### config.mk
export PLATFORM = sky130hd
export DESIGN_NAME = dma_wr_packer
export DESIGN_NICKNAME = d
export VERILOG_FILES = /design/src/rtl/dma_wr_pkg.sv /design/src/rtl/dma_wr_lane_acc.sv /design/src/rtl/dma_wr_packer.sv
export SDC_FILE = /design/constraint.sdc
export NUM_CORES = 1
export LEC_CHECK = 0
export CAP_MARGIN = 20
export CORE_MARGIN = 3
export CORE_UTILIZATION = 50
export CTS_CLUSTER_DIAMETER = 40
export DETAILED_ROUTE_END_ITERATION = 8
export DONT_BUFFER_PORTS = 1
export HOLD_SLACK_MARGIN = 0.15
export PLACE_DENSITY = 0.67
export REMOVE_ABC_BUFFERS = 1
export SYNTH_ARGS = -nofsm -noshare
export SYNTH_HDL_FRONTEND = slang
export SYNTH_SLANG_ARGS = --single-unit
### constraint.sdc
create_clock -name w_clk_i -period 25.6 [get_ports w_clk_i]
set_input_delay 3.84 -clock w_clk_i [delete_from_list [all_inputs] [get_ports w_clk_i]]
set_output_delay 3.84 -clock w_clk_i [all_outputs]
set_load 0.01 [all_outputs]
### src/rtl/dma_wr_pkg.sv
// dma_wr_pkg: shared state type and width helpers for the DMA write packer.
// DMA_WR_LANE_MASK_EN widens the FIFO word by one written-lane bit per lane.
package dma_wr_pkg;
    typedef enum logic {FILL, REQ} state_t;
`ifdef DMA_WR_LANE_MASK_EN
    localparam bit MASK_EN = 1'b1;
`else
    localparam bit MASK_EN = 1'b0;
`endif
    function automatic int fifo_dw(input int in_w, input int ratio);
        return in_w * ratio + (MASK_EN ? ratio : 0);
    endfunction
    function automatic int lane_w(input int ratio);
        return $clog2(ratio);
    endfunction
endpackage

### src/rtl/dma_wr_lane_acc.sv
// dma_wr_lane_acc: gathers narrow beats into one FIFO word and flags word completion.
// DMA_WR_LANE_MASK_EN prepends a mask of the lanes written into the word.
module dma_wr_lane_acc
    import dma_wr_pkg::*;
#(
    parameter int IN_W  = 32,
    parameter int RATIO = 4
) (
    input  logic                            asyn_reset_i,
    input  logic                            w_clk_i,
    input  logic                            i_fire,
    input  logic [IN_W-1:0]                 i_data,
    input  logic                            i_last,
    output logic                            o_done,
    output logic                            o_last,
    output logic [fifo_dw(IN_W, RATIO)-1:0] o_word,
    output logic [lane_w(RATIO)-1:0]        o_lane_cnt
);
    localparam int LW = lane_w(RATIO);
    localparam int DW = IN_W * RATIO;

    logic [LW-1:0] r_lane;
    logic [DW-1:0] r_acc, w_data;

    assign o_done     = i_fire & (i_last | (r_lane == LW'(RATIO - 1)));
    assign o_last     = i_last;
    assign o_lane_cnt = r_lane;

    // Lanes above the current one are still zero, so a short last word is zero-filled for free.
    always_comb begin
        w_data = r_acc;
        w_data[r_lane*IN_W +: IN_W] = i_data;
    end

    always_ff @(posedge w_clk_i or posedge asyn_reset_i) begin
        if (asyn_reset_i) begin
            r_lane <= '0;
            r_acc  <= '0;
        end else if (i_fire) begin
            r_lane <= o_done ? '0 : r_lane + 1'b1;
            r_acc  <= o_done ? '0 : w_data;
        end
    end

`ifdef DMA_WR_LANE_MASK_EN
    logic [RATIO-1:0] r_mask, w_mask;

    assign w_mask = r_mask | (RATIO'(1) << r_lane);
    assign o_word = {w_mask, w_data};

    always_ff @(posedge w_clk_i or posedge asyn_reset_i) begin
        if (asyn_reset_i)
            r_mask <= '0;
        else if (i_fire)
            r_mask <= o_done ? '0 : w_mask;
    end
`else
    assign o_word = w_data;
`endif
endmodule

### src/rtl/dma_wr_packer.sv
// dma_wr_packer: packs stream beats into FIFO words and frames them into DDR burst requests.
// DMA_WR_LANE_MASK_EN adds a per-lane written mask above the data in fifo_w_din_o.
module dma_wr_packer
    import dma_wr_pkg::*;
#(
    parameter int IN_W      = 32,
    parameter int RATIO     = 4,
    parameter int BURST_LEN = 8,
    parameter int LEN_W     = 4
) (
    input  logic                            asyn_reset_i,
    input  logic                            w_clk_i,
    input  logic                            in_valid_i,
    input  logic [IN_W-1:0]                 in_data_i,
    input  logic                            in_last_i,
    output logic                            in_ready_o,
    output logic                            fifo_w_en_o,
    output logic [fifo_dw(IN_W, RATIO)-1:0] fifo_w_din_o,
    input  logic                            fifo_full_i,
    output logic                            burst_req_o,
    output logic [LEN_W-1:0]                burst_len_o,
    input  logic                            burst_ack_i,
    output logic                            busy_o
);
    localparam int FDW = fifo_dw(IN_W, RATIO);

    logic                     w_fire, w_done, w_last, w_close;
    logic [FDW-1:0]           w_word, r_out_q;
    logic [lane_w(RATIO)-1:0] w_lane_cnt;
    logic                     r_out_valid, r_out_last, r_burst_req;
    logic [LEN_W-1:0]         r_word_cnt, r_burst_len;
    state_t                   r_state;

    // A held word blocks input unless it retires this cycle, so a completing beat always lands.
    assign fifo_w_en_o  = r_out_valid & ~fifo_full_i & (r_state == FILL);
    assign in_ready_o   = ~(r_out_valid & ~fifo_w_en_o);
    assign w_fire       = in_valid_i & in_ready_o;
    assign w_close      = fifo_w_en_o & (r_out_last | (r_word_cnt == LEN_W'(BURST_LEN - 1)));
    assign fifo_w_din_o = r_out_q;
    assign burst_req_o  = r_burst_req;
    assign burst_len_o  = r_burst_len;
    assign busy_o       = (w_lane_cnt != '0) | r_out_valid | (r_word_cnt != '0) | (r_state == REQ);

    dma_wr_lane_acc #(
        .IN_W (IN_W),
        .RATIO(RATIO)
    ) u_lane_acc (
        .asyn_reset_i(asyn_reset_i),
        .w_clk_i     (w_clk_i),
        .i_fire      (w_fire),
        .i_data      (in_data_i),
        .i_last      (in_last_i),
        .o_done      (w_done),
        .o_last      (w_last),
        .o_word      (w_word),
        .o_lane_cnt  (w_lane_cnt)
    );

    always_ff @(posedge w_clk_i or posedge asyn_reset_i) begin
        if (asyn_reset_i) begin
            r_out_q     <= '0;
            r_out_valid <= 1'b0;
            r_out_last  <= 1'b0;
        end else if (w_done) begin
            r_out_q     <= w_word;
            r_out_valid <= 1'b1;
            r_out_last  <= w_last;
        end else if (fifo_w_en_o) begin
            r_out_valid <= 1'b0;
        end
    end

    always_ff @(posedge w_clk_i or posedge asyn_reset_i) begin
        if (asyn_reset_i) begin
            r_state     <= FILL;
            r_word_cnt  <= '0;
            r_burst_len <= '0;
            r_burst_req <= 1'b0;
        end else if (w_close) begin
            r_state     <= REQ;
            r_burst_len <= r_word_cnt + 1'b1;
            r_word_cnt  <= '0;
            r_burst_req <= 1'b1;
        end else if (fifo_w_en_o) begin
            r_word_cnt  <= r_word_cnt + 1'b1;
        end else if (r_state == REQ && burst_ack_i) begin
            r_state     <= FILL;
            r_burst_req <= 1'b0;
        end
    end
endmodule

== Word-level counts from Yosys, hierarchy flattened ==
Cells that the tools add are included.
Storage, ports and cells
  register bits after elaboration: 269
  output and inout bits: 136
Operators by class
  add/sub/neg operators: 3
  equality and inequality tests: 3
  shifts and indexed selects: 2
  muxes and demuxes: 10
  bitwise gates (word level): 15
  reductions and logical operators: 7
Operators with widths (number)
  128-bit bitwise mux: 1
  128-bit 2-to-1 mux: 1
  32-bit by 34-bit variable shift with 128-bit output (first input constant): 1
  32-bit by 34-bit indexed part select with 128-bit output: 1
  7-bit negator with 34-bit output: 1
  4-bit 2-to-1 mux: 2
  2-bit nonzero test: 4
  1-bit AND: 6
  1-bit 2-to-1 mux: 5
  1-bit bitwise OR: 5
  4-bit by 1-bit adder with 4-bit output (second input constant): 1
  4-bit by 3-bit == test with 1-bit output (second input constant): 1
  1-bit NOT: 4
  4-bit nonzero test: 1
  2-bit by 1-bit adder with 2-bit output (second input constant): 1
  2-bit == test (second input constant): 1
  2-bit 2-to-1 mux: 1
  2-bit by 1-bit inequality test with 1-bit output (second input constant): 1
  2-bit AND reduction: 1
  1-bit logical AND: 1

== Longest topological paths before layout ==
Gate-level depths: netlist of run 1.
  depth in word-level cells: 9
  gate-level depth with buffers: 8
  gate-level depth less buffers: 5

== By module ==
Synthesis of run 1 repeated with hierarchy kept, for this count alone.
Second synthesis, totals
  cells, all modules: 865
  area total of the unflattened synthesis: 11373.4 µm²
Modules (own cells, without submodules)
  dma_wr_lane_acc: times used 1, cells an instance 550, area each 6104.6 µm², sequential area each 3253.1 µm²
  dma_wr_packer: times used 1, cells an instance 315, area each 5268.8 µm², sequential area each 3478.3 µm²

== Worst setup path after synthesis of run 1 ==
No wires, ideal clock.
  kind: input-to-output
  start: input port fifo_full_i
  end: output port in_ready_o
  data arrival time: 4.813 ns
  setup slack: 16.947 ns
  stages on the path: 4
  path buffers: 2
  path through: o21a_2 -> inv_1 -> clkbuf_1 -> clkbuf_1
On the way
  word-level cells in the longest chain between the ends: 6
Ends and longest elaborated chain
  start, declared: RTL line dma_wr_packer.sv:19  | input logic fifo_full_i,
  1-bit NOT: RTL line dma_wr_packer.sv:35  | assign fifo_w_en_o = r_out_valid & ~fifo_full_i & (r_state == FILL);
  1-bit AND (2 in series): RTL line dma_wr_packer.sv:35
  1-bit NOT: RTL line dma_wr_packer.sv:36  | assign in_ready_o = ~(r_out_valid & ~fifo_w_en_o);
  1-bit AND: RTL line dma_wr_packer.sv:36
  1-bit NOT: RTL line dma_wr_packer.sv:36
  end, declared: RTL line dma_wr_packer.sv:16  | output logic in_ready_o,
No other way between the ends.

== Final worst setup path of run 1 ==
  start: input port fifo_full_i
  end: output port fifo_w_en_o
On the way
  word-level cells in the longest chain between the ends: 3
Ends and longest elaborated chain
  1-bit NOT: RTL line dma_wr_packer.sv:35
  1-bit AND (2 in series): RTL line dma_wr_packer.sv:35
  end, declared: RTL line dma_wr_packer.sv:17  | output logic fifo_w_en_o,
No other way between the ends.

==> results of run 1 <==
==> final timing paths <==
kind	startpoint	cells past startpoint	end	slack, ps
worst max-delay path	fifo_full_i	2	fifo_w_en_o	17240
worst min-delay path	u_lane_acc.r_acc[111]	2	u_lane_acc.r_acc[111]	490
worst max register to register	u_lane_acc.o_lane_cnt[0]	6	fifo_w_din_o[63]	21260
worst min register to register	u_lane_acc.r_acc[111]	2	u_lane_acc.r_acc[111]	490
max in group asynchronous	asyn_reset_i	2	r_out_last	20710
min in group asynchronous	asyn_reset_i	1	u_lane_acc.r_acc[100]	3350
==> worst reg2reg max path, cell delays in order (launching register included) <==
cell                      delay [ps]
sky130_fd_sc_hd__dfrtp_1         550
sky130_fd_sc_hd__ha_2            540
sky130_fd_sc_hd__buf_12          280
sky130_fd_sc_hd__o21a_4          700
sky130_fd_sc_hd__and2_4          800
sky130_fd_sc_hd__buf_4           910
sky130_fd_sc_hd__mux2_2          460
==> kinds of logic after synthesis <==
logic type / share of synthesized area
multiplexers: 0.007572
flip-flops: 0.5820
adder cells (fa/ha/maj): 0.007572
AO/OA/AOI/OAI: 0.2704
buffers and inverters: 0.04922
AND/OR/NAND/NOR: 0.08168
XOR/XNOR: 0.001515
==> cell usage after synthesis (2+ instances only) <==
| library cell | n | area share |
|---|---|---|
| sky130_fd_sc_hd__a21oi_1 | 282 | 0.12 |
| sky130_fd_sc_hd__dfrtp_1 | 269 | 0.58 |
| sky130_fd_sc_hd__a22o_1 | 99 | 0.075 |
| sky130_fd_sc_hd__clkbuf_1 | 70 | 0.023 |
| sky130_fd_sc_hd__nor2b_1 | 65 | 0.035 |
| sky130_fd_sc_hd__a32oi_1 | 47 | 0.036 |
| sky130_fd_sc_hd__buf_2 | 26 | 0.011 |
| sky130_fd_sc_hd__buf_1 | 21 | 0.0068 |
| sky130_fd_sc_hd__nand3b_1 | 18 | 0.012 |
| sky130_fd_sc_hd__nor2_1 | 18 | 0.0058 |
| sky130_fd_sc_hd__a31oi_1 | 17 | 0.0092 |
| sky130_fd_sc_hd__a41oi_1 | 16 | 0.012 |
| sky130_fd_sc_hd__nand2b_1 | 16 | 0.0087 |
| sky130_fd_sc_hd__a22oi_1 | 13 | 0.0084 |
| sky130_fd_sc_hd__inv_1 | 12 | 0.0039 |
| sky130_fd_sc_hd__ha_1 | 7 | 0.0076 |
| sky130_fd_sc_hd__mux2_2 | 6 | 0.0058 |
| sky130_fd_sc_hd__nand3_1 | 5 | 0.0022 |
| sky130_fd_sc_hd__o21ai_0 | 5 | 0.0022 |
| sky130_fd_sc_hd__buf_6 | 4 | 0.0039 |
| sky130_fd_sc_hd__nand2_1 | 4 | 0.0013 |
| sky130_fd_sc_hd__and2_1 | 3 | 0.0016 |
| sky130_fd_sc_hd__o311ai_1 | 3 | 0.0023 |
| sky130_fd_sc_hd__mux2i_1 | 2 | 0.0017 |
| sky130_fd_sc_hd__nor3b_2 | 2 | 0.0022 |
| sky130_fd_sc_hd__nor4b_4 | 2 | 0.0041 |
| sky130_fd_sc_hd__or3b_2 | 2 | 0.0015 |
| sky130_fd_sc_hd__xor2_1 | 2 | 0.0015 |
==> cell type report <==
class                   count  area (sq um)
repair buffers             20         162.7
clock inverters            28         389.1
clock buffers              49          1161
multi-input cells         649          4367
flip-flops and latches    269          6731
fillers                  1910          9484
inverters                  12         57.56
well taps                 285         356.6
==> layer usage <==
| layer | GRT usage | wire [um] | up-vias |
|---|---|---|---|
| met1 | 0.3747 | 14240 | 4434 |
| met3 | 0.07190 | 3041 | 35 |
| met5 | 0 | 0 | - |
| met4 | 0.06145 | 494 | 0 |
| met2 | 0.4011 | 15370 | 352 |
| li1 | - | - | 3801 |
==> flip-flops by register name, indices dropped and copies added (netlist names) <==
name,flops
r_out_last,1
r_state,1
u_lane_acc.r_acc,128
burst_len_o,4
u_lane_acc.o_lane_cnt,2
r_out_valid,1
r_word_cnt,4
fifo_w_din_o,128
==> per-stage QoR <==
| stage | cell area [sq um] | instances |
|---|---|---|
| floorplan | 11040 | 930 |
| global placement | 11650 | 1234 |
| detailed placement | 11650 | 1234 |
| CTS | 13210 | 1311 |
| global route | 13230 | 1312 |
| finish | 13230 | 1312 |
==> where the power goes <==
| group | internal, uW | leakage (uW) | switching [uW] | total, uW |
|---|---|---|---|---|
| Clock | 402 | 0.000755 | 214 | 616 |
| Sequential | 539 | 0.00347 | 142 | 681 |
| Combinational | 116 | 0.00143 | 240 | 356 |
| Total | 1060 | 0.00565 | 596 | 1650 |
==> tab_implementation.tex, run 1 <==
\begin{tabular}{lr}
\hline
Metric & Value \\
\hline
\multicolumn{2}{l}{\textbf{Worst setup path}} \\
\quad Crit path DAT & 4520 ps \\
\quad Family with the most delay on the worst path & simple AND/OR/NAND/NOR gates \\
\quad Required @ worst endpoint & between 20000 and 25000 ps \\
\quad Kind of capture point of the worst setup path & output port \\
\quad Crit path largest cell delay & about 510 ps \\
\quad CP max FO & 6 \\
\quad Type of element launching the critical path & input port \\
\quad Slowest CP cell & sky130\_fd\_sc\_hd\_\_or3b\_2 \\
\quad Critical path, cell by cell & or3b\_2 -> inv\_1 \\
\quad Worst setup path class & input port to output port \\
\quad Buffers plus inverters on the worst setup path & 1 \\
\multicolumn{2}{l}{\textbf{CTS}} \\
\quad TritonCTS clock tree & done \\
\quad Clock insertion delay at the later pin of the skew report & $\sim$520 ps \\
\quad H-tree depth & 2 \\
\quad CTS root buf & sky130\_fd\_sc\_hd\_\_clkbuf\_16 \\
\quad Hold-fix buffers, CTS & 0 \\
\quad Total of cells resized after clock tree synthesis & 0 \\
\quad Number of sinks on the clock net & 269 \\
\quad Post-CTS Setup Bufs & 0 \\
\quad Worst-path clk slew & $\sim$50 ps \\
\quad Clock buffer depth & 3 \\
\quad CTS Buf Count & 42 \\
\multicolumn{2}{l}{\textbf{Placed design}} \\
\quad Worst Setup Slack post-DPL & $\sim$17000 ps \\
\quad Total half-perimeter wirelength after legalization and detailed placement & roughly 18 mm \\
\quad RePlAce Congestion & $\sim$0.8 \\
\quad Input/output buffers & 0 \\
\multicolumn{2}{l}{\textbf{Global routing}} \\
\quad Largest net degree at the start of global routing & roughly 120 \\
\quad Overall Global Routing Usage & 0.2618 \\
\quad Initial antenna violation count & 0 \\
\quad Number of global-route vias before repair & $\sim$8500 \\
\quad Overall overflow remaining after global route & 0 \\
\quad Wire length of the first global-routing pass & just over 50 mm \\
\multicolumn{2}{l}{\textbf{Finish}} \\
\quad Post-synthesis to final-layout area growth & 14.34\% \\
\quad Final core area utilization & 0.5824 \\
\quad Share of layout cells above drive strength 1 & 0.1188 \\
\quad Antenna diode instance count & 0 \\
\quad Highest-count cells in the layout ignoring fill and taps & 282 x sky130\_fd\_sc\_hd\_\_a21oi\_1, 269 x sky130\_fd\_sc\_hd\_\_dfrtp\_1, 99 x sky130\_fd\_sc\_hd\_\_a22o\_1 \\
\quad Commonest non-fill, non-tap cell in the layout & sky130\_fd\_sc\_hd\_\_a21oi\_1 \\
\quad Post-layout nets & 1039 \\
\multicolumn{2}{l}{\textbf{Die}} \\
\quad Starting Density & 0.5093 \\
\quad Die area & around 25000 sq um \\
\quad Number of rows created at floorplan & between 50 and 60 \\
\quad DIE HEIGHT & between 150 and 200 um \\
\quad X dimension of the die & between 150 and 200 um \\
\quad Floorplan Core Area & approximately 23000 sq um \\
\quad Top Ports & roughly 170 \\
\multicolumn{2}{l}{\textbf{Yosys}} \\
\quad Seq cells post-synth & between 200 and 300 \\
\quad Synthesis Warnings & 0 \\
\quad Most instantiated flip-flop cell in the synthesis netlist & sky130\_fd\_sc\_hd\_\_dfrtp\_1 \\
\quad Share of flip-flops with an asynchronous set or reset & 1.000 \\
\quad Synthesized instance count & between 1000 and 1500 \\
\quad Post-Syn Area per Cell & between 10 and 15 sq um \\
\quad Post-synth EDFFs & 0 \\
\quad Part of the Yosys area used for sequential elements & 0.5820 \\
\quad Mapped cell area & approximately 12000 sq um \\
\quad Number of distinct library cells after synthesis & 44 \\
\multicolumn{2}{l}{\textbf{Power}} \\
\quad Peak ir drop on the vdd network & roughly 0.000063 V \\
\quad Leakage power summed over all cells & about 0.0057 uW \\
\quad Final Total Pwr & $\sim$1700 uW \\
\quad Areal power density over the cells & 125.0 nW/um\^{}2 \\
\multicolumn{2}{l}{\textbf{STA}} \\
\quad Final setup violating endpoints & 0 \\
\quad Total negative slack for setup checks & 0 ps \\
\quad Unrepaired setup endpoints after global routing & false \\
\quad Worst hold margin & 486.6 ps \\
\quad Total count of hold-check failures in the final report & 0 \\
\quad Setup clock skew after layout & 14.22 ps \\
\quad Max-slew violation total from the final report & 0 \\
\quad Fin crit share & 0.3267 \\
\quad Achievable clock frequency & around 120 MHz \\
\quad Min Tclk post-route & 8363 ps \\
\quad Relative slew slack & 0.2461 \\
\quad Slew at the pin closest to its max-slew limit & about 1100 ps \\
\quad Post-layout worst setup margin & roughly 17000 ps \\
\multicolumn{2}{l}{\textbf{Drt}} \\
\quad DRT iter0 DRCs & 932 \\
\quad Overall routed net length & roughly 33 mm \\
\quad First-pass DRT Iterations & 6 \\
\quad Number of nets with antenna violations after routing & 0 \\
\quad Via total after detailed routing & $\sim$8600 \\
\quad Remaining DRCs & 0 \\
\quad Detail-routed via count per cell & 6.572 \\
\quad Final routed wire length divided by cell count & between 20 and 30 um \\
\multicolumn{2}{l}{\textbf{Job}} \\
\quad Count of maximum capacitance violations & 0 \\
\multicolumn{2}{l}{\textbf{Min path}} \\
\quad Worst hold path class & flip-flop to flip-flop \\
\multicolumn{2}{l}{\textbf{Status}} \\
\quad Outcome & finished, final reports clean \\
\hline
\end{tabular}
(Power assumes the default switching activity.)
==> run 2: changes to the inputs <==
==> constraint.sdc (replaced) <==
create_clock -name w_clk_i -period 8.2 [get_ports w_clk_i]
set_input_delay 1.23 -clock w_clk_i [delete_from_list [all_inputs] [get_ports w_clk_i]]
set_output_delay 1.23 -clock w_clk_i [all_outputs]
set_load 0.01 [all_outputs]
==> tab_implementation.tex, run 2 (synthesis gave the netlist of run 1 again) <==
\begin{tabular}{lr}
\hline
Metric & Value \\
\hline
\multicolumn{2}{l}{\textbf{Finish}} \\
\quad Highest-count cells in the layout ignoring fill and taps & 282 x sky130\_fd\_sc\_hd\_\_a21oi\_1, 269 x sky130\_fd\_sc\_hd\_\_dfrtp\_1, 99 x sky130\_fd\_sc\_hd\_\_a22o\_1 \\
\quad Post-synthesis to final-layout area growth & 11.66\% \\
\quad Antenna diode instance count & 0 \\
\quad Share of layout cells above drive strength 1 & 0.1056 \\
\quad Final core area utilization & 0.5687 \\
\quad Commonest non-fill, non-tap cell in the layout & sky130\_fd\_sc\_hd\_\_a21oi\_1 \\
\quad Post-layout instance area & about 13000 sq um \\
\quad Post-route non-filler standard cell count & roughly 1300 \\
\quad Post-layout nets & 1032 \\
\multicolumn{2}{l}{\textbf{Global routing}} \\
\quad Largest net degree at the start of global routing & 130 \\
\quad Overall overflow remaining after global route & 0 \\
\quad Global-route track usage on met3 & 0.07354 \\
\quad Wire length of the first global-routing pass & about 50 mm \\
\quad Busiest layer in global routing & met2 \\
\quad GRT met1 Usage & 0.3675 \\
\quad Met2 Use GR & 0.3794 \\
\quad Number of global-route vias before repair & around 8300 \\
\quad Initial antenna violation count & 0 \\
\quad Overall Global Routing Usage & 0.2528 \\
\multicolumn{2}{l}{\textbf{CTS}} \\
\quad TritonCTS clock tree & done \\
\quad H-tree depth & 2 \\
\quad Clock insertion delay at the later pin of the skew report & 510 ps \\
\quad CTS root buf & sky130\_fd\_sc\_hd\_\_clkbuf\_16 \\
\quad Post-CTS Setup Bufs & 0 \\
\quad Clock buffer depth & 3 \\
\quad Worst-path clk slew & 60 ps \\
\quad CTS Buf Count & 36 \\
\quad Total of cells resized after clock tree synthesis & 0 \\
\quad Hold-fix buffers, CTS & 0 \\
\quad Number of sinks on the clock net & 269 \\
\multicolumn{2}{l}{\textbf{Worst setup path}} \\
\quad Worst R2R End & fifo\_w\_din\_o[6] \\
\quad Origin of the worst setup path & u\_lane\_acc.o\_lane\_cnt[0] \\
\quad Type of element launching the critical path & flip-flop \\
\quad Worst setup path class & flip-flop to flip-flop \\
\quad Required @ worst endpoint & roughly 8500 ps \\
\quad Count of cell instances traversed by the critical path & 5 \\
\quad Slowest CP cell & sky130\_fd\_sc\_hd\_\_ha\_2 \\
\quad Crit path DAT & 4620 ps \\
\quad Kind of capture point of the worst setup path & flip-flop \\
\quad Buffers plus inverters on the worst setup path & 1 \\
\quad Flop2flop setup slack & around 4000 ps \\
\quad Critical path, cell by cell & ha\_2 -> o21a\_4 -> and2\_4 -> buf\_4 -> a21oi\_1 \\
\quad Worst Reg-to-Reg Cells & 5 \\
\quad CP max FO & 93 \\
\quad Capturing element of the worst setup path & fifo\_w\_din\_o[6] \\
\quad Family with the most delay on the worst path & adder cells \\
\quad Launching point of the worst reg2reg path & u\_lane\_acc.o\_lane\_cnt[0] \\
\quad Crit path largest cell delay & 940 ps \\
\multicolumn{2}{l}{\textbf{Power}} \\
\quad Peak ir drop on the vdd network & 0.0001932 V \\
\quad Cell Int Power & 3081 uW \\
\quad Clock network fraction of total power & 0.335 \\
\quad Switching share of power & 0.3643 \\
\quad Areal power density over the cells & around 380 nW/um\^{}2 \\
\quad Power share of the combinational group & 0.226 \\
\quad Leakage power summed over all cells & about 0.0055 uW \\
\quad Sw power & roughly 1800 uW \\
\quad Sequential cell fraction of total power & 0.439 \\
\quad Final Total Pwr & roughly 4800 uW \\
\multicolumn{2}{l}{\textbf{STA}} \\
\quad Total count of hold-check failures in the final report & 0 \\
\quad Setup clock skew after layout & 9.565 ps \\
\quad Slew at the pin closest to its max-slew limit & around 1000 ps \\
\quad Achievable clock frequency & roughly 230 MHz \\
\quad Relative slew slack & 0.3180 \\
\quad Final setup violating endpoints & 0 \\
\quad Min Tclk post-route & $\sim$4300 ps \\
\quad Max-slew violation total from the final report & 0 \\
\quad Worst hold margin & $\sim$490 ps \\
\quad Unrepaired setup endpoints after global routing & false \\
\quad Fin crit share & 0.5236 \\
\multicolumn{2}{l}{\textbf{Die}} \\
\quad DIE HEIGHT & 158.1 um \\
\quad Top Ports & 174 \\
\quad Starting Density & 0.5093 \\
\quad Floorplan Core Area & 22710 sq um \\
\quad X dimension of the die & roughly 160 um \\
\quad Number of rows created at floorplan & 55 \\
\quad Die area & between 20000 and 25000 sq um \\
\multicolumn{2}{l}{\textbf{Drt}} \\
\quad Detail-routed via count per cell & 6.543 \\
\quad First-pass DRT Iterations & 7 \\
\quad Via total after detailed routing & 8493 \\
\quad Remaining DRCs & 0 \\
\quad Final routed wire length divided by cell count & about 25 um \\
\quad Number of nets with antenna violations after routing & 0 \\
\quad Overall routed net length & 32.33 mm \\
\quad DRT iter0 DRCs & roughly 700 \\
\multicolumn{2}{l}{\textbf{Placed design}} \\
\quad RePlAce Congestion & $\sim$0.76 \\
\quad Placed instance area & 11650 sq um \\
\quad Input/output buffers & 0 \\
\quad Placed cell count & roughly 1200 \\
\quad Total half-perimeter wirelength after legalization and detailed placement & between 15 and 20 mm \\
\multicolumn{2}{l}{\textbf{Min path}} \\
\quad Worst hold path class & flip-flop to flip-flop \\
\multicolumn{2}{l}{\textbf{Job}} \\
\quad Count of maximum capacitance violations & 0 \\
\multicolumn{2}{l}{\textbf{Status}} \\
\quad Outcome & finished, final reports clean \\
\hline
\end{tabular}
run 2: changes by cell type in the layout (fill, tap and decap cells not counted):
| cell | change |
|---|---|
| sky130_fd_sc_hd__clkbuf_16 | -8 |
| sky130_fd_sc_hd__clkinv_4 | -8 |
| sky130_fd_sc_hd__clkbuf_8 | +4 |
| sky130_fd_sc_hd__clkinv_2 | +4 |
| sky130_fd_sc_hd__inv_6 | -4 |
| sky130_fd_sc_hd__bufinv_16 | -2 |
| sky130_fd_sc_hd__clkinvlp_4 | +2 |
| sky130_fd_sc_hd__inv_8 | -2 |
| sky130_fd_sc_hd__buf_12 | -1 |
| sky130_fd_sc_hd__buf_4 | -1 |
| sky130_fd_sc_hd__buf_6 | +1 |
| sky130_fd_sc_hd__clkbuf_1 | +1 |
run 2: worst min-delay path by stage:
stage               depth (start not counted)                     to             startpoint  slack, ps
CTS                                         1   u_lane_acc.r_acc[73]   u_lane_acc.r_acc[73]        490
finish                                      2  u_lane_acc.r_acc[126]  u_lane_acc.r_acc[126]        490
global route                                1    u_lane_acc.r_acc[9]    u_lane_acc.r_acc[9]        500
floorplan                                   1   u_lane_acc.r_acc[73]   u_lane_acc.r_acc[73]        460
detailed placement                          1   u_lane_acc.r_acc[73]   u_lane_acc.r_acc[73]        470
global placement                            2  u_lane_acc.r_acc[117]  u_lane_acc.r_acc[117]        470
run 2: worst reg2reg max path: stages, from the launching register on:
cell	delay, ps
sky130_fd_sc_hd__dfrtp_1	540
sky130_fd_sc_hd__ha_2	940
sky130_fd_sc_hd__o21a_4	680
sky130_fd_sc_hd__and2_4	780
sky130_fd_sc_hd__buf_4	870
sky130_fd_sc_hd__a21oi_1	290
run 2: final cells by class:
class / count / area [sq um]
Clock buffer: 46 / 1020
Inverter: 12 / 57.56
Multi-Input combinational cell: 649 / 4367
Timing Repair Buffer: 19 / 146.4
Clock inverter: 18 / 236.5
Tap cell: 285 / 356.6
Sequential cell: 269 / 6731
Fill cell: 1900 / 9794
run 2: power by group through the flow:
stage	clock network (uW)	logic (uW)	registers [uW]
after global routing	1710	1200	2180
after detailed placement	0	1090	2150
final	1620	1090	2130
after CTS	1650	1100	2140
after global placement	0	1070	2150
after floorplan	0	731	2030
run 2: layer usage:
metal	vias up	wire length, um	part of all wire
li1	3769	-	-
met3	42	2971	0.092
met2	329	14750	0.46
met1	4353	14070	0.44
met5	-	0	0
met4	0	538	0.017
run 2: per-stage QoR:
stage	setup slack [ps]	TNS, ps
after floorplan	-440.3	-118450
after global placement	3979	0
after detailed placement	3913	0
after CTS	3855	0
after global routing	3653	0
final	3906	0
==> run 3: changes to the inputs <==
--- a/config.mk
+++ b/config.mk
@@ -12,7 +12,7 @@
 export DETAILED_ROUTE_END_ITERATION = 8
 export DONT_BUFFER_PORTS = 1
 export HOLD_SLACK_MARGIN = 0.15
-export PLACE_DENSITY = 0.67
+export PLACE_DENSITY = 0.7
 export REMOVE_ABC_BUFFERS = 1
 export SYNTH_ARGS = -nofsm -noshare
 export SYNTH_HDL_FRONTEND = slang
==> constraint.sdc (replaced) <==
create_clock -name w_clk_i -period 3.85 [get_ports w_clk_i]
set_input_delay 0.5775 -clock w_clk_i [delete_from_list [all_inputs] [get_ports w_clk_i]]
set_output_delay 0.5775 -clock w_clk_i [all_outputs]
set_load 0.01 [all_outputs]
==> tab_implementation.tex, run 3 (synthesis gave the netlist of run 1 again) <==
\begin{tabular}{lr}
\hline
Metric & Value \\
\hline
\multicolumn{2}{l}{\textbf{Drt}} \\
\quad Final routed wire length divided by cell count & between 20 and 30 um \\
\quad Via total after detailed routing & about 8800 \\
\quad Overall routed net length & 32.87 mm \\
\quad DRT iter0 DRCs & 781 \\
\quad Number of nets with antenna violations after routing & 0 \\
\quad First-pass DRT Iterations & 5 \\
\quad Detail-routed via count per cell & approximately 6.7 \\
\quad Remaining DRCs & 0 \\
\multicolumn{2}{l}{\textbf{Global routing}} \\
\quad Overall overflow remaining after global route & 0 \\
\quad Overall Global Routing Usage & 0.2573 \\
\quad Number of global-route vias before repair & about 8700 \\
\quad Initial antenna violation count & 0 \\
\quad Largest net degree at the start of global routing & roughly 150 \\
\quad Wire length of the first global-routing pass & about 51 mm \\
\multicolumn{2}{l}{\textbf{Power}} \\
\quad Switching share of power & 0.3746 \\
\quad Final Total Pwr & just over 10000 uW \\
\quad Clock network fraction of total power & 0.327 \\
\quad Sequential cell fraction of total power & 0.443 \\
\quad Cell Int Power & around 6500 uW \\
\quad Power share of the combinational group & 0.230 \\
\quad Areal power density over the cells & 792.5 nW/um\^{}2 \\
\quad Leakage power summed over all cells & around 0.0056 uW \\
\quad Sw power & just under 4000 uW \\
\quad Peak ir drop on the vdd network & slightly below 0.0004 V \\
\multicolumn{2}{l}{\textbf{Die}} \\
\quad Die area & 24990 sq um \\
\quad Top Ports & approximately 170 \\
\quad Floorplan Core Area & $\sim$23000 sq um \\
\quad X dimension of the die & $\sim$160 um \\
\quad DIE HEIGHT & about 160 um \\
\quad Starting Density & 0.5093 \\
\quad Number of rows created at floorplan & 55 \\
\multicolumn{2}{l}{\textbf{STA}} \\
\quad Slew at the pin closest to its max-slew limit & 1019 ps \\
\quad Max-slew violation total from the final report & 0 \\
\quad Setup clock skew after layout & between 15 and 20 ps \\
\quad Unrepaired setup endpoints after global routing & false \\
\quad Total count of hold-check failures in the final report & 0 \\
\quad Min Tclk post-route & 2892 ps \\
\quad Relative slew slack & 0.3199 \\
\quad Total negative slack for setup checks & 0 ps \\
\quad Post-layout worst setup margin & roughly 960 ps \\
\quad Fin crit share & 0.7513 \\
\quad Final setup violating endpoints & 0 \\
\quad Achievable clock frequency & approximately 350 MHz \\
\quad Worst hold margin & about 200 ps \\
\multicolumn{2}{l}{\textbf{Worst setup path}} \\
\quad Type of element launching the critical path & flip-flop \\
\quad CP max FO & 24 \\
\quad Launching point of the worst reg2reg path & u\_lane\_acc.o\_lane\_cnt[0] \\
\quad Worst R2R End & u\_lane\_acc.r\_acc[22] \\
\quad Origin of the worst setup path & u\_lane\_acc.o\_lane\_cnt[0] \\
\quad Kind of capture point of the worst setup path & output port \\
\quad Family with the most delay on the worst path & buffers and inverters \\
\quad Slowest CP cell & sky130\_fd\_sc\_hd\_\_dfrtp\_1 \\
\quad Critical path, cell by cell & inv\_1 -> ha\_2 -> buf\_4 -> nand3b\_1 \\
\quad Required @ worst endpoint & between 3000 and 4000 ps \\
\quad Crit path largest cell delay & approximately 490 ps \\
\quad Crit path DAT & roughly 2300 ps \\
\quad Worst setup path class & flip-flop to output port \\
\quad Flop2flop setup slack & $\sim$960 ps \\
\quad Worst Reg-to-Reg Cells & 6 \\
\quad Buffers plus inverters on the worst setup path & 2 \\
\multicolumn{2}{l}{\textbf{Min path}} \\
\quad Hold Path Stages & 1 \\
\quad Worst hold path class & input port to flip-flop \\
\quad Launch instance of the worst min-delay path & in\_data\_i[29] \\
\quad Hold EP & u\_lane\_acc.r\_acc[93] \\
\multicolumn{2}{l}{\textbf{Finish}} \\
\quad Post-layout nets & 1043 \\
\quad Post-synthesis to final-layout area growth & 12.70\% \\
\quad Commonest non-fill, non-tap cell in the layout & sky130\_fd\_sc\_hd\_\_a21oi\_1 \\
\quad Share of layout cells above drive strength 1 & 0.1179 \\
\quad Fill cell instance count of the final layout & $\sim$1900 \\
\quad Post-layout instance area & 13040 sq um \\
\quad Antenna diode instance count & 0 \\
\quad Highest-count cells in the layout ignoring fill and taps & 282 x sky130\_fd\_sc\_hd\_\_a21oi\_1, 269 x sky130\_fd\_sc\_hd\_\_dfrtp\_1, 99 x sky130\_fd\_sc\_hd\_\_a22o\_1 \\
\multicolumn{2}{l}{\textbf{Placed design}} \\
\quad Placed instance area & approximately 12000 sq um \\
\quad Input/output buffers & 0 \\
\quad Total half-perimeter wirelength after legalization and detailed placement & about 18 mm \\
\quad Worst Setup Slack post-DPL & around 1000 ps \\
\quad RePlAce Congestion & roughly 0.75 \\
\multicolumn{2}{l}{\textbf{CTS}} \\
\quad H-tree depth & 2 \\
\quad CTS root buf & sky130\_fd\_sc\_hd\_\_clkbuf\_16 \\
\quad Clock insertion delay at the later pin of the skew report & roughly 510 ps \\
\quad Worst-path clk slew & around 60 ps \\
\quad TritonCTS clock tree & done \\
\quad Post-CTS Setup Bufs & 0 \\
\quad Number of sinks on the clock net & about 270 \\
\quad CTS Buf Count & 39 \\
\quad Clock buffer depth & 3 \\
\multicolumn{2}{l}{\textbf{Job}} \\
\quad Count of maximum capacitance violations & 0 \\
\multicolumn{2}{l}{\textbf{Status}} \\
\quad Outcome & finished, final reports clean \\
\hline
\end{tabular}
run 3: cell count changes in the layout (fill, tap and decap cells not counted), moves of 2 or more:
| cell | before | now |
|---|---|---|
| sky130_fd_sc_hd__bufinv_16 | 5 | 0 |
| sky130_fd_sc_hd__buf_12 | 0 | 4 |
| sky130_fd_sc_hd__clkinv_4 | 1 | 5 |
| sky130_fd_sc_hd__clkbuf_16 | 37 | 41 |
| sky130_fd_sc_hd__buf_4 | 18 | 22 |
| sky130_fd_sc_hd__clkinvlp_4 | 4 | 7 |
| sky130_fd_sc_hd__clkbuf_1 | 3 | 1 |
run 3: worst max path at each step:
stage,to,slack [ps],cells past startpoint
final,busy_o,960,4
after global routing,u_lane_acc.r_acc[22],780,6
after CTS,u_lane_acc.r_acc[22],940,6
after detailed placement,u_lane_acc.r_acc[22],990,6
after global placement,u_lane_acc.r_acc[21],1070,6
after floorplan,burst_len_o[0],-4140,1
run 3: what timing repair did:
item,4_1_cts,5_1_grt
endpoints found under the setup margin,0,0
gates resized for setup,0,0
hold buffers,1,0
endpoints found under the hold margin,15,0
run 3: power by group through the flow:
| stage | registers (uW) | logic, uW | clock network (uW) |
|---|---|---|---|
| after floorplan | 4320 | 1560 | 0 |
| final | 4570 | 2380 | 3380 |
| after global routing | 4670 | 2610 | 3560 |
| after CTS | 4580 | 2360 | 3430 |
| after detailed placement | 4600 | 2360 | 0 |
| after global placement | 4610 | 2290 | 0 |
run 3: per-layer routing:
metal,up-vias,share of wire,GRT usage
met1,4481,0.42,0.3645
li1,3805,-,-
met3,55,0.11,0.08912
met4,0,0.018,0.06841
met2,409,0.45,0.3820
met5,-,0,0
run 3: layout make-up:
cell class	count	area, sq um	area share
clock buffers	49	1126	0.08639
inverters	12	55.05	0.004223
flip-flops and latches	269	6731	0.5164
well taps	285	356.6	0.02736
clock inverters	20	143.9	0.01104
repair buffers	27	255.2	0.01958
multi-input cells	649	4367	0.3350
run 3: through the flow:
step,std cells,utilization
after floorplan,930,-
after detailed placement,1241,0.5176
final,1311,0.5740
after global placement,1241,0.5176
after CTS,1311,0.5740
after global routing,1311,0.5740
run 3: worst register-to-register path: stages, from the launching register on:
cell                       delay (ps)
sky130_fd_sc_hd__dfrtp_1          490
sky130_fd_sc_hd__inv_1            200
sky130_fd_sc_hd__ha_1             830
sky130_fd_sc_hd__nor4bb_4         440
sky130_fd_sc_hd__nor3b_4          210
sky130_fd_sc_hd__buf_4            430
sky130_fd_sc_hd__a22o_1           220
